## src/rtl/gzip_pkg.sv

```systemverilog
// Shared GZIP compressor definitions: default widths, packer FSM states and
// the code-word masking helper.
package gzip_pkg;

  localparam int GZ_CODE_W = 18;
  localparam int GZ_ACC_W  = 32;

  typedef enum logic {
    PK_RUN,
    PK_FLUSH
  } pk_state_t;

  // Keep only the low nbits of data; nbits >= GZ_ACC_W keeps everything.
  function automatic logic [GZ_ACC_W-1:0] gz_mask(input logic [GZ_ACC_W-1:0] data,
                                                  input logic [5:0]          nbits);
    logic [GZ_ACC_W-1:0] m;
    if (nbits >= 6'(GZ_ACC_W)) m = '1;
    else                       m = ~({GZ_ACC_W{1'b1}} << nbits);
    return data & m;
  endfunction

endpackage

```

## src/rtl/gzip_bit_packer.sv

```systemverilog
// LSB-first bit packer: concatenates variable-length code words into a byte
// stream with valid/ready handshake, and pads/drains residual bits on flush.
module gzip_bit_packer
  import gzip_pkg::*;
#(
  parameter int CODE_W = GZ_CODE_W,
  parameter int ACC_W  = GZ_ACC_W
) (
  input  logic              clk,
  input  logic              rst,
  input  logic [CODE_W-1:0] code_data_in,
  input  logic [4:0]        code_bits_in,
  input  logic              code_valid_in,
  output logic              code_ready_out,
  input  logic              flush_in,
  output logic [7:0]        byte_data_out,
  output logic              byte_valid_out,
  input  logic              byte_ready_in,
  output logic              byte_last_out,
  output logic              flush_done_out,
  output logic [31:0]       byte_count_out
);

  localparam int FILL_W = $clog2(ACC_W + 1);

  logic [ACC_W-1:0]    acc, acc_next, acc_base, masked;
  logic [FILL_W-1:0]   fill, fill_next, fill_base, pop_bits;
  logic [31:0]         byte_count;
  logic                flush_done, flush_done_next;
  pk_state_t           state, state_next;

  logic [4:0]          nbits;
  logic [GZ_ACC_W-1:0] code_wide, masked_wide;
  logic                push, pop;

  // Oversized lengths saturate to the code width before masking.
  assign nbits       = (code_bits_in > 5'(CODE_W)) ? 5'(CODE_W) : code_bits_in;
  assign code_wide   = GZ_ACC_W'(code_data_in);
  assign masked_wide = gz_mask(code_wide, {1'b0, nbits});
  assign masked      = ACC_W'(masked_wide);

  assign code_ready_out = (state == PK_RUN) && (fill <= FILL_W'(ACC_W - CODE_W));
  assign byte_valid_out = (fill >= FILL_W'(8)) || ((state == PK_FLUSH) && (fill != '0));
  assign byte_data_out  = acc[7:0];
  assign byte_last_out  = (state == PK_FLUSH) && byte_valid_out && (fill <= FILL_W'(8));
  assign flush_done_out = flush_done;
  assign byte_count_out = byte_count;

  assign push     = code_valid_in && code_ready_out;
  assign pop      = byte_valid_out && byte_ready_in;
  assign pop_bits = (fill >= FILL_W'(8)) ? FILL_W'(8) : fill;

  // Pop is applied first so a same-cycle push lands right above the surviving bits.
  always_comb begin
    acc_base  = pop ? (acc >> 8) : acc;
    fill_base = pop ? (fill - pop_bits) : fill;
    acc_next  = acc_base;
    fill_next = fill_base;
    if (push) begin
      acc_next  = acc_base | (masked << fill_base);
      fill_next = fill_base + FILL_W'(nbits);
    end
  end

  always_comb begin
    state_next      = state;
    flush_done_next = 1'b0;
    case (state)
      PK_RUN: begin
        if (flush_in) state_next = PK_FLUSH;
      end
      PK_FLUSH: begin
        if (fill_next == '0) begin
          state_next      = PK_RUN;
          flush_done_next = 1'b1;
        end
      end
      default: state_next = PK_RUN;
    endcase
  end

  always_ff @(posedge clk or posedge rst) begin
    if (rst) begin
      state      <= PK_RUN;
      flush_done <= 1'b0;
      acc        <= '0;
      fill       <= '0;
      byte_count <= '0;
    end else begin
      state      <= state_next;
      flush_done <= flush_done_next;
      acc        <= acc_next;
      fill       <= fill_next;
      if (pop) byte_count <= byte_count + 32'd1;
    end
  end

endmodule

```

## config.mk

```make
export PLATFORM = sky130hd
export DESIGN_NAME = gzip_bit_packer
export DESIGN_NICKNAME = d
export VERILOG_FILES = /design/src/rtl/gzip_pkg.sv /design/src/rtl/gzip_bit_packer.sv
export SDC_FILE = /design/constraint.sdc
export NUM_CORES = 1
export LEC_CHECK = 0
export ABC_CLOCK_PERIOD_IN_PS = 3500
export BUFFER_PORTS_ARGS = -buffer_cell sky130_fd_sc_hd__buf_2
export CORE_ASPECT_RATIO = 0.75
export CORE_UTILIZATION = 52
export DETAILED_ROUTE_END_ITERATION = 8
export PLACE_DENSITY = 0.81
export SLEW_MARGIN = 20
export SYNTH_ARGS = -nofsm -noshare
export SYNTH_HDL_FRONTEND = slang
export SYNTH_SLANG_ARGS = --single-unit
export TNS_END_PERCENT = 5
```

## constraint.sdc

```tcl
create_clock -name clk -period 3.5 [get_ports clk]
set_input_delay 0.35 -clock clk [delete_from_list [all_inputs] [get_ports clk]]
set_output_delay 0.35 -clock clk [all_outputs]
set_load 0.01 [all_outputs]
```

# Word-level counts from Yosys, hierarchy flattened
# Cells that the tools add are included.
dict set report classes {
  shifts 2
  mux 11
  addsub 3
  magnitude_cmp 4
  bitwise 4
  reduce_logical 9
}
# cell n
set ops {}
lappend ops {{$mux W32} 2}
lappend ops {{$add A32 B1 Y32 const B} 1}
lappend ops {{$and A18 B32 Y32} 1}
lappend ops {{$not A32 Y32} 1}
lappend ops {{$or A32 B32 Y32} 1}
lappend ops {{$shl A32 B5 Y32 const A} 1}
lappend ops {{$shl A32 B6 Y32} 1}
lappend ops {{$mux W6} 3}
lappend ops {{$le A6 B4 Y1 const B} 2}
lappend ops {{$add A6 B5 Y6} 1}
lappend ops {{$ge A6 B4 Y1 const B} 1}
lappend ops {{$logic_and A1 B1 Y1} 6}
lappend ops {{$logic_not A6 Y1} 1}
lappend ops {{$reduce_bool A6 Y1} 1}
lappend ops {{$sub A6 B6 Y6} 1}
lappend ops {{$gt A5 B5 Y1 const B} 1}
lappend ops {{$mux W5} 1}
lappend ops {{$mux W1} 4}
lappend ops {{$pmux W1 S2} 1}
lappend ops {{$logic_or A1 B1 Y1} 1}
lappend ops {{$not A1 Y1} 1}
dict set report totals {
  wordCells 38
  out_inout_bits 44
  regBits 72
}

# Depth between registers and ports, before layout
# Gate-level depths: netlist of run 1.
dict set report logic_depth {
  ltp_word 10
  mapped_depth 17
  depth_no_buf 14
}

# Worst setup path after synthesis of run 1
# Ideal clock, no wire load.
dict set report synth_path {
  path_type {register to register}
  startpoint {reg fill[4]}
  endpoint {reg state}
  stages_incl_launch_ff 17
  arrival_time_ns 3.559
  slack_ns -0.185
  cell_sequence {dfrtp_1 buf_6 or3_1 buf_6 nand2_1 ha_1 a22o_1 buf_6 buf_2 ha_1 a21o_1 a21oi_1 o21bai_1 a21oi_1 o21ai_0 or4_1 o32a_1}
}
dict set report synth_between {
  elab_chain_len 10
  word_cells_on_any_way 16
}
# element line_no
set synth_lines {}
lappend synth_lines {{start, declared} gzip_bit_packer.sv:27} ;# logic [FILL_W-1:0] fill, fill_next, fill_base, pop_bits;
lappend synth_lines {{start signal, assigned} gzip_bit_packer.sv:93} ;# fill <= fill_next;
lappend synth_lines {{branches (longest 6 deep; another with $ge A6 B4 Y1)} -}
lappend synth_lines {{$mux W6 (*)} gzip_bit_packer.sv:59} ;# if (push) begin
lappend synth_lines {{net fill_next[5]} gzip_bit_packer.sv:27}
lappend synth_lines {{$logic_not A6 Y1 (*)} gzip_bit_packer.sv:73} ;# if (fill_next == '0) begin
lappend synth_lines {{$mux W1 (*)} gzip_bit_packer.sv:73}
lappend synth_lines {{$pmux W1 S2 (*)} gzip_bit_packer.sv:68} ;# case (state)
lappend synth_lines {{net state_next} gzip_bit_packer.sv:30} ;# pk_state_t state, state_next;
lappend synth_lines {{end signal, assigned} gzip_bit_packer.sv:90} ;# state <= state_next;
lappend synth_lines {{end, declared} gzip_bit_packer.sv:30}
# Mark *: on every way through the listed nets, which the timed path passes.
# A chain may end at the register's enable or synchronous reset.

# Worst setup path after layout of run 1
dict set report layout_path {
  startpoint {reg fill[5]}
  endpoint {reg state}
}
# Same word-level chain as after synthesis.

==> run summary, run 1 <==
Xor-xnor portion of the synthesized cell area - 6.57%
Largest net degree at the start of global routing - 39
Post-Synth Adder-Cell Area - 2.50%
Achievable Freq - 0.304 GHz
Rows - 29
CTS H-Tree Depth - 3
RSZ-0062 raised after global routing - false
Post-synth top area share - 37.6%
Layout fillers - 698
CTS Hold Bufs - 0
Worst Setup End Kind - register
Post-Syn Area per Cell - 9.10 um2
Die W - 113 um
Count of unique library cells instantiated by Yosys - 65
Gpl congestion - 0.921
Dominant cells by area after synthesis - dfrtp_1, mux2i_1, nand2_1, xnor2_1, nor2_1
Cells after Synth - 527
Critical Path RT - 3.71 ns
CTS Buffer Depth - 2
Compound-gate portion of the synthesized area - 16.5%
Top cell by count, worst path - ha_1
Clock period minus worst slack - 3.29 ns
Hold Fails Final Rpt - 0
Delay of the slowest cell on the worst path - 0.46 ns
# diodes - 0
Switching share of power - 43.3%
Pint - 2.61 mW
Via count - 4194
Layout cells sized above 1 - 20.7%
DR vias/cell - 6.02
Post-synth EDFFs - 0
FFs w/ async S/R, synth - 100%
Fin nets - 621
Crit path cell chain - or3_1 > nand2_1 > ha_1 > a22o_1 > ha_1 > a21o_1 > a21oi_2 > o21bai_1 > a21oi_1 > o21ai_0 > or4_1 > o32a_1
Die area - 9610 um2
Tot Pwr - 4.60 mW
Clock network power share - 21.7%
Worst rel slew slack - 52.2%
Vias in the first global route - 4003
CP max-delay cell - dfrtp_1
Die Y - 85.2 um
CP arrival - 3.51 ns
Max Slew Vio Count - 0
Buf+Inv Stages, Crit Path - 0
Cell with the most instances after synthesis - dfrtp_1
Post-Syn Area - 4800 um2
Synth area leader - dfrtp_1
Global route overflow - 0
CTS buffer count - 9
Crit-path max FO - 7
Fin Clk Skew - 0.00610 ns
Net count after synthesis - 564
Pleak - 2.71 nW
Status - finished clean
Gr usage total - 25.4%
# DRC - 0
Clock sink count - 72
Starting DRT DRC Count - 477
CTS tree - built
Post-synthesis sequential area ratio - 37.6%
Fin crit share - 94.0%
First-pass GRT wire length - 19300 um
Setup crit start kind - register
Ys Warns - 0
Root buffer cell - clkbuf_16
Drt total wl - 11800 um
# resized after CTS - 0
Worst-Margin Slew - 0.716 ns
Area delta synth->final - 14.7%
Post-synthesis simple-gate area fraction - 18.4%
Largest family of logic cells by synthesized area - simple AND/OR/NAND/NOR gates
Worst path top cell family by delay - compound AO/OA/AOI/OAI gates
IO Pins - 72
Core area - 8710 um2
Worst-Skew Late Latency - 0.33 ns
FF+latch count, synth - 72
Setup TNS - 0 ns
Final ANT Viol Nets - 0
Gate power share - 51.5%
Initial antenna violation count - 0
Sequential share of power - 26.8%
Port Buffers - 71
DP Wirelength - 8670 um
Hold/Removal Path Class - in -> async
Postcts setup bufs - 0
Number of detailed-route iterations in the first pass - 5
Crit Path Class - reg -> reg
Setup-failing EPs final - 0
Pwr per Cell Area - 836 nW/um2
Clock transition at the registers of the reported paths - 0.06 ns
Synth top cells by count - dfrtp_1, nand2_1, mux2i_1, nor2_1, xnor2_1
Predominant post-synthesis flop cell - dfrtp_1
Routed length per instance - 16.9 um
Max IR drop VDD - 0.000458 V
Post-synthesis mux area share - 12.5%
Sw power - 1.99 mW
Max-cap violations - 0
Starting Density - 55.1%
==> cell usage in the layout (no fill, tap or decap), types with 3 or more instances in the layout <==
master and n:
a211oi_1 4, a21o_1 5, a21oi_1 17, a22oi_1 7
a31oi_1 6, and2_1 6, and3_1 9, and4_1 5
buf_2 71, buf_4 15, clkbuf_16 9, dfrtp_1 72
ha_1 8, inv_1 8, mux2_2 3, mux2i_1 52
nand2_1 59, nand3_1 23, nand4_1 9, nor2_1 52
nor2b_1 5, nor3_1 5, o211ai_1 4, o21ai_0 18
o21ai_1 8, o22ai_1 12, o311ai_0 5, or3_1 3
xnor2_1 25, xor2_1 11
==> registers in the layout (all words and copies together), names as in the netlist <==
| register | cells |
|---|---|
| fill | 6 |
| flush_done_out | 1 |
| acc | 32 |
| state | 1 |
| byte_count_out | 32 |
==> layer usage <==
metal  GRT usage [%]  part of all wire, %  up-vias  routed length (um)
met5               0                    0        -                   0
met4            6.58                  1.3        0                 158
met3            5.36                  5.3       26                 629
met2            40.1                   46      139                5440
met1            35.8                   47     2038                5540
li1                -                    -     1991                   -
==> logic make-up (layout without fill, tap and decap cells) <==
kind of cell / count (synthesis) / after routing
buffers and inverters: 52 / 114
xor gates and xnor gates: 36 / 36
AOI/OAI and AO/OA: 112 / 112
muxes: 58 / 58
adders and majority gates: 9 / 9
DFF: 72 / 72
and+or+nand+nor: 186 / 186
other: 2 / 2
==> path summary, 6_finish.rpt <==
check                                          startpoint                              to  slack [ns]  cells after the start
max                                     fill[5]$_DFF_PP0_                 state$_DFF_PP0_        0.21                     12
min                                                   rst   byte_count_out[9]$_DFFE_PP0P_        0.13                      2
max reg2reg                             fill[5]$_DFF_PP0_                 state$_DFF_PP0_        0.21                     12
min reg2reg                byte_count_out[31]$_DFFE_PP0P_  byte_count_out[31]$_DFFE_PP0P_        0.48                      1
max in group asynchronous                             rst               acc[16]$_DFF_PP0_        2.42                      3
min in group clk                                 flush_in                 state$_DFF_PP0_        0.27                      2
==> final cells by class <==
cell class	instances	area [um2]	area share, %
clock inverter	7	103	1.87
tap	108	135	2.46
inverter	12	50.0	0.910
sequential	72	1800	32.8
multi-input combinational	403	2720	49.4
clock buffer	9	225	4.09
timing repair buffer	86	468	8.51
==> power groups by stage <==
| stage | clock network (mW) | logic [mW] | registers (mW) |
|---|---|---|---|
| 6_report | 0.999 | 2.37 | 1.23 |
| 4_1_cts | 1.01 | 2.33 | 1.23 |
| 3_5_place_dp | 0 | 2.31 | 1.25 |
| 3_3_place_gp | 0 | 2.25 | 1.23 |
| 5_1_grt | 1.04 | 2.57 | 1.26 |
| 2_1_floorplan | 0 | 1.87 | 1.20 |
==> per-stage QoR <==
stage | util [%] | instances | cell area (um2) | hold slack [ns] | setup slack, ns
after floorplan | - | 527 | 4810 | 0.449 | 0.00364
after global placement | 59.4 | 681 | 5170 | 0.454 | 0.371
after detailed placement | 59.4 | 681 | 5170 | 0.470 | 0.248
after CTS | 63.2 | 697 | 5500 | 0.149 | 0.220
after global routing | 63.2 | 697 | 5500 | 0.198 | 0.0150
final | 63.2 | 697 | 5500 | 0.131 | 0.209
Power figures use the tool's default switching activity.
==> inputs of run 2 (changes only) <==
--- a/config.mk
+++ b/config.mk
@@ -8,9 +8,9 @@
 export ABC_CLOCK_PERIOD_IN_PS = 3500
 export BUFFER_PORTS_ARGS = -buffer_cell sky130_fd_sc_hd__buf_2
 export CORE_ASPECT_RATIO = 0.75
-export CORE_UTILIZATION = 52
+export CORE_UTILIZATION = 41
 export DETAILED_ROUTE_END_ITERATION = 8
-export PLACE_DENSITY = 0.81
+export PLACE_DENSITY = 0.67
 export SLEW_MARGIN = 20
 export SYNTH_ARGS = -nofsm -noshare
 export SYNTH_HDL_FRONTEND = slang
==> run 2 against run 1 <==
  * Clock power is 8.1% lower
  * Register-to-register slack hardly changed
  * Sequential share of layout area is 0.28 points lower
  * Wire length is 2.4% higher
  * Design area is 0.86% higher
  * Critical path type unchanged
  * Critical endpoint unchanged
==> run summary, run 2 (synthesized netlist as in run 1, its figures left out) <==
Status - finished clean
Port Buffers - 71 (unchanged)
Number of detailed-route iterations in the first pass - 5 (unchanged)
Starting Density - 43.0% (-12 points)
Hold Fails Final Rpt - 0 (unchanged)
Hold Worst Slack - 0.274 ns (+0.143 ns)
Top cell by count, worst path - ha_1
CTS tree - built
Max IR drop VDD - 0.000470 V (+2.7%)
Fin nets - 625 (+0.64%)
Max Slew Vio Count - 0 (unchanged)
Setup-failing EPs final - 0 (unchanged)
Setup TNS - 0 ns (unchanged)
Clock period minus worst slack - 3.29 ns (-0.00525 ns)
Layout fillers - 1036 (+48%)
Worst-Margin Slew - 0.613 ns (-0.103 ns)
Crit-path max FO - 7 (unchanged)
DP Wirelength - 9100 um (+4.9%)
Crit path cell chain - or3_1 > nand2_1 > ha_1 > a22o_1 > ha_1 > a21o_1 > a21oi_2 > o21bai_1 > a21oi_1 > o21ai_0 > or4_1 > o32a_1
Initial antenna violation count - 0 (unchanged)
CTS H-Tree Depth - 3 (unchanged)
Fin crit share - 93.9% (-0.15 points)
CTS Buffer Depth - 2 (unchanged)
Max-cap violations - 0 (unchanged)
# DRC - 0 (unchanged)
CTS buffer count - 9 (unchanged)
Gr usage total - 20.7% (-4.7 points)
Clock transition at the registers of the reported paths - 0.06 ns (about the same)
Tot Pwr - 4.53 mW (-1.5%)
Most common cell after layout, fill and taps aside - dfrtp_1
Final worst-path setup slack - 0.214 ns (+0.00525 ns)
Die Y - 95.7 um (+12%)
Postcts setup bufs - 0 (unchanged)
Core area - 11100 um2 (+28%)
Clock sink count - 72 (unchanged)
Max Used Layer - met4
Area delta synth->final - 15.7%
CP max-delay cell - dfrtp_1
Pleak - 2.72 nW (about the same)
Routed length per instance - 16.4 um (-2.6%)
Setup crit start kind - register
Metal3 WL - 536 um (-15%)
Worst rel slew slack - 58.7% (+6.5 points)
Critical Path RT - 3.72 ns (about the same)
Final ANT Viol Nets - 0 (unchanged)
Starting DRT DRC Count - 274 (-43%)
Worst-Skew Late Latency - 0.34 ns (about the same)
Achievable Freq - 0.304 GHz (+0.16%)
Crit Path Class - reg -> reg
Delay of the slowest cell on the worst path - 0.46 ns (about the same)
Via count - 4167 (-0.64%)
Die W - 127 um (+12%)
Die area - 12100 um2 (+26%)
# diodes - 0 (unchanged)
Layout cells sized above 1 - 21.1% (+0.37 points)
Rows - 33 (+14%)
WL met2 - 5630 um (+3.5%)
Root buffer cell - clkbuf_16
CP arrival - 3.51 ns (about the same)
First-pass GRT wire length - 19600 um (+1.7%)
Gpl congestion - 0.883 (-4.2%)
IO Pins - 72 (unchanged)
Drt total wl - 12000 um (+2.4%)
DRT met1 WL - 5800 um (+4.7%)
Largest net degree at the start of global routing - 37 (-5.1%)
RSZ-0062 raised after global routing - false
Leading cell types in the layout, fill and taps excluded - dfrtp_1, buf_2, nand2_1
Hold/Removal Path Class - in -> reg
Worst Setup End Kind - register
Global route overflow - 0 (unchanged)
Fin Clk Skew - 0.0100 ns (+0.00392 ns)
Pwr per Cell Area - 817 nW/um2 (-2.4%)
Pre-CTS setup slack - 0.258 ns (+0.00985 ns)
DR vias/cell - 5.68 (-5.5%)
Vias in the first global route - 3918 (-2.1%)
==> run 2: worst max-delay path, delay by kind of cell, from the launching register on <==
kind / cells / cell delay, ns
compound gates: 7 / 1.26
flops: 1 / 0.46
simple gates: 3 / 0.93
fa+ha+maj: 2 / 0.53
==> run 2: cell type report <==
cell class / instances / area (um2) / area share, %
Sequential cell: 72 / 1800 / 32.5
Timing Repair Buffer: 90 / 500 / 9.02
Inverter: 12 / 50.0 / 0.902
Tap cell: 140 / 175 / 3.16
Clock inverter: 7 / 77.6 / 1.40
Clock buffer: 9 / 225 / 4.06
Multi-Input combinational cell: 403 / 2720 / 49.0
==> run 2: final timing paths <==
| kind | startpoint | endpoint | slack [ns] | cells after the start |
|---|---|---|---|---|
| max | fill[5]$_DFF_PP0_ | state$_DFF_PP0_ | 0.21 | 12 |
| min | flush_in | state$_DFF_PP0_ | 0.27 | 2 |
| max reg2reg | fill[5]$_DFF_PP0_ | state$_DFF_PP0_ | 0.21 | 12 |
| min reg2reg | byte_count_out[31]$_DFFE_PP0P_ | byte_count_out[31]$_DFFE_PP0P_ | 0.48 | 1 |
| max in group asynchronous | rst | byte_count_out[3]$_DFFE_PP0P_ | 2.32 | 4 |
| min in group asynchronous | rst | acc[31]$_DFF_PP0_ | 0.48 | 3 |
==> run 2: metrics by stage <==
step	instances	utilization (%)	cell area (um2)
after floorplan	527	-	4810
after global placement	716	47.0	5240
after detailed placement	716	47.0	5240
after CTS	733	49.8	5550
after global routing	733	49.8	5550
final	733	49.8	5550
==> run 2: repair_timing <==
item / in CTS / in global routing
hold endpoints to repair: 9 / 0
hold buffers: 1 / 0
gates resized for setup: 0 / 0
==> run 2: routing by layer <==
metal  vias up  GRT usage (%)
li1       2007              -
met1      2046           28.4
met2       104           33.8
met3        10           4.38
met4         0           4.56
met5         -              0
==> run 2: where the power goes <==
group	total, mW	switching (mW)	internal (mW)
Combinational	2.38	1.44	0.937
Sequential	1.23	0.190	1.04
Clock	0.918	0.361	0.557
==> inputs of run 3 (changes only) <==
--- a/config.mk
+++ b/config.mk
@@ -7,10 +7,12 @@
 export LEC_CHECK = 0
 export ABC_CLOCK_PERIOD_IN_PS = 3500
 export BUFFER_PORTS_ARGS = -buffer_cell sky130_fd_sc_hd__buf_2
+export CELL_PAD_IN_SITES_DETAIL_PLACEMENT = 2
+export CELL_PAD_IN_SITES_GLOBAL_PLACEMENT = 2
 export CORE_ASPECT_RATIO = 0.75
-export CORE_UTILIZATION = 41
+export CORE_UTILIZATION = 32
 export DETAILED_ROUTE_END_ITERATION = 8
-export PLACE_DENSITY = 0.67
+export PLACE_DENSITY = 0.81
 export SLEW_MARGIN = 20
 export SYNTH_ARGS = -nofsm -noshare
 export SYNTH_HDL_FRONTEND = slang
==> run 3 against run 2 <==
  * Register-to-register slack worse by 0.02 ns
  * Final cell count rose by 7.9%
  * Global-route usage grew 0.58 points
  * Sequential cell count is the same
  * Non-clock buffer count fell by 2
  * Clock power increased by 6.4%
  * Sequential share of layout area decreased by 0.40 points
  * Worst setup slack worse by 0.021 ns
  * Critical endpoint unchanged
  * Largest cell class unchanged
==> run summary, run 3 (synthesized netlist as in run 1, its figures left out) <==
Largest net degree at the start of global routing - 57 (+54%)
Crit Path Class - reg -> reg
Initial antenna violation count - 0 (unchanged)
Setup-failing EPs final - 0 (unchanged)
Vias in the first global route - 4716 (+20%)
Reg2Reg Launch Point - fill[5]$_DFF_PP0_
Achievable Freq - 0.302 GHz (-0.62%)
Hold/Removal Path Class - in -> reg
Layout cells sized above 1 - 21.0% (-0.098 points)
Die Y - 108 um (+13%)
Clock sink count - 72 (unchanged)
CTS Buffer Depth - 2 (unchanged)
Routed length per instance - 19.9 um (+21%)
Leading cell types in the layout, fill and taps excluded - dfrtp_1, buf_2, nand2_1
Number of detailed-route iterations in the first pass - 4 (-1)
Rows - 38 (+15%)
R2R setup slack - 0.19 ns (-0.02 ns)
Final ANT Viol Nets - 0 (unchanged)
Final worst-path setup slack - 0.193 ns (-0.0205 ns)
CTS H-Tree Depth - 3 (unchanged)
Worst Setup End Kind - register
Worst-Margin Slew - 0.743 ns (+0.130 ns)
Via count - 4251 (+2.0%)
CTS tree - built
Min-Delay Path Depth - 2 (unchanged)
Crit-path max FO - 7 (unchanged)
Pre-CTS setup slack - 0.188 ns (-0.0703 ns)
Reg2reg path depth - 12 (unchanged)
Postcts setup bufs - 0 (unchanged)
R2r endpoint - state$_DFF_PP0_
Setup crit start kind - register
Root buffer cell - clkbuf_16
Area delta synth->final - 17.2%
DP Wirelength - 11600 um (+28%)
Max-cap violations - 0 (unchanged)
Hold Worst Slack - 0.290 ns (+0.0165 ns)
Global route overflow - 0 (unchanged)
Starting Density - 33.0% (-10 points)
Die area - 15500 um2 (+28%)
Placed Area - 5300 um2 (+1.1%)
Setup TNS - 0 ns (unchanged)
Hold-critical path endpoint - state$_DFF_PP0_
Fin nets - 623 (-0.32%)
DR vias/cell - 5.37 (-5.5%)
IO Pins - 72 (unchanged)
RSZ-0062 raised after global routing - false
Final non-filler cell total - 791 (+7.9%)
CTS buffer count - 9 (unchanged)
Starting DRT DRC Count - 161 (-41%)
Hold Fails Final Rpt - 0 (unchanged)
First-pass GRT wire length - 25600 um (+30%)
Fin Clk Skew - 0.00631 ns (-0.00371 ns)
Fin crit share - 94.5% (+0.59 points)
Worst-Skew Late Latency - 0.33 ns (about the same)
Final Instance Area - 5620 um2 (+1.3%)
# diodes - 0 (unchanged)
Pleak - 2.71 nW (-0.32%)
CP arrival - 3.52 ns (about the same)
Drt total wl - 15700 um (+31%)
Status - finished clean
Final core utilization - 38.6% (-11 points)
Critical Path RT - 3.71 ns (about the same)
Worst rel slew slack - 50.5% (-8.2 points)
Port Buffers - 71 (unchanged)
Die W - 143 um (+13%)
Core area - 14500 um2 (+31%)
Gpl congestion - 0.863 (-2.3%)
Clock transition at the registers of the reported paths - 0.06 ns (about the same)
Hold Crit Start - flush_in
Pwr per Cell Area - 846 nW/um2 (+3.6%)
Max IR drop VDD - 0.000299 V (-36%)
Clock period minus worst slack - 3.31 ns (+0.0205 ns)
Tot Pwr - 4.76 mW (+5.0%)
Placed cells - 774 (+8.1%)
Max Slew Vio Count - 0 (unchanged)
Gr usage total - 21.3% (+0.58 points)
# DRC - 0 (unchanged)
-- run 3: cell count changes in the layout (fill, tap and decap cells not counted) --
cell | before | now
buf_4 | 18 | 16
clkbuf_8 | 0 | 2
clkinv_2 | 1 | 0
clkinv_4 | 2 | 0
clkinvlp_4 | 1 | 2
dfrtp_1 | 72 | 71
dfrtp_2 | 0 | 1
-- run 3: what timing repair did --
| item | in CTS | in global routing |
|---|---|---|
| gates resized for setup | 0 | 1 |
| setup endpoints to repair | 0 | 1 |
| hold endpoints to repair | 16 | 0 |
| hold buffers | 1 | 0 |
-- run 3: worst max-delay path by stage --
| stage | start | to | slack (ns) | cells past startpoint |
|---|---|---|---|---|
| floorplan | fill[4]$_DFF_PP0_ | state$_DFF_PP0_ | 0.004 | 15 |
| global placement | fill[5]$_DFF_PP0_ | state$_DFF_PP0_ | 0.34 | 11 |
| detailed placement | fill[5]$_DFF_PP0_ | state$_DFF_PP0_ | 0.19 | 12 |
| CTS | fill[5]$_DFF_PP0_ | state$_DFF_PP0_ | 0.16 | 12 |
| global route | fill[5]$_DFF_PP0_ | state$_DFF_PP0_ | 0.003 | 12 |
| finish | fill[5]$_DFF_PP0_ | state$_DFF_PP0_ | 0.19 | 12 |
-- run 3: critical path, stage by stage, from the launching register on --
cell and delay (ns):
dfrtp_2 0.45, or3_1 0.35, nand2_1 0.11, ha_1 0.24, a22o_1 0.23, ha_1 0.28, a21o_1 0.20, a21oi_2 0.19
o21bai_1 0.08, a21oi_1 0.17, o21ai_0 0.12, or4_1 0.45, o32a_1 0.32
-- run 3: area by class of cell --
type / count / area, um2
Clock buffer: 11 / 253
Clock inverter: 5 / 62.6
Fill cell: 1672 / 8930
Inverter: 12 / 50.0
Multi-Input combinational cell: 403 / 2720
Sequential cell: 72 / 1800
Tap cell: 200 / 250
Timing Repair Buffer: 88 / 485
-- run 3: power by group --
group	internal [mW]	switching [mW]
logic	0.939	1.58
registers	1.04	0.213
clock network	0.596	0.380
-- run 3: routing by layer --
metal	track usage (%)	part of all wire, %
met1	28.2	48
met2	36.6	48
met3	3.50	2.6
met4	4.26	0.74
met5	0	0
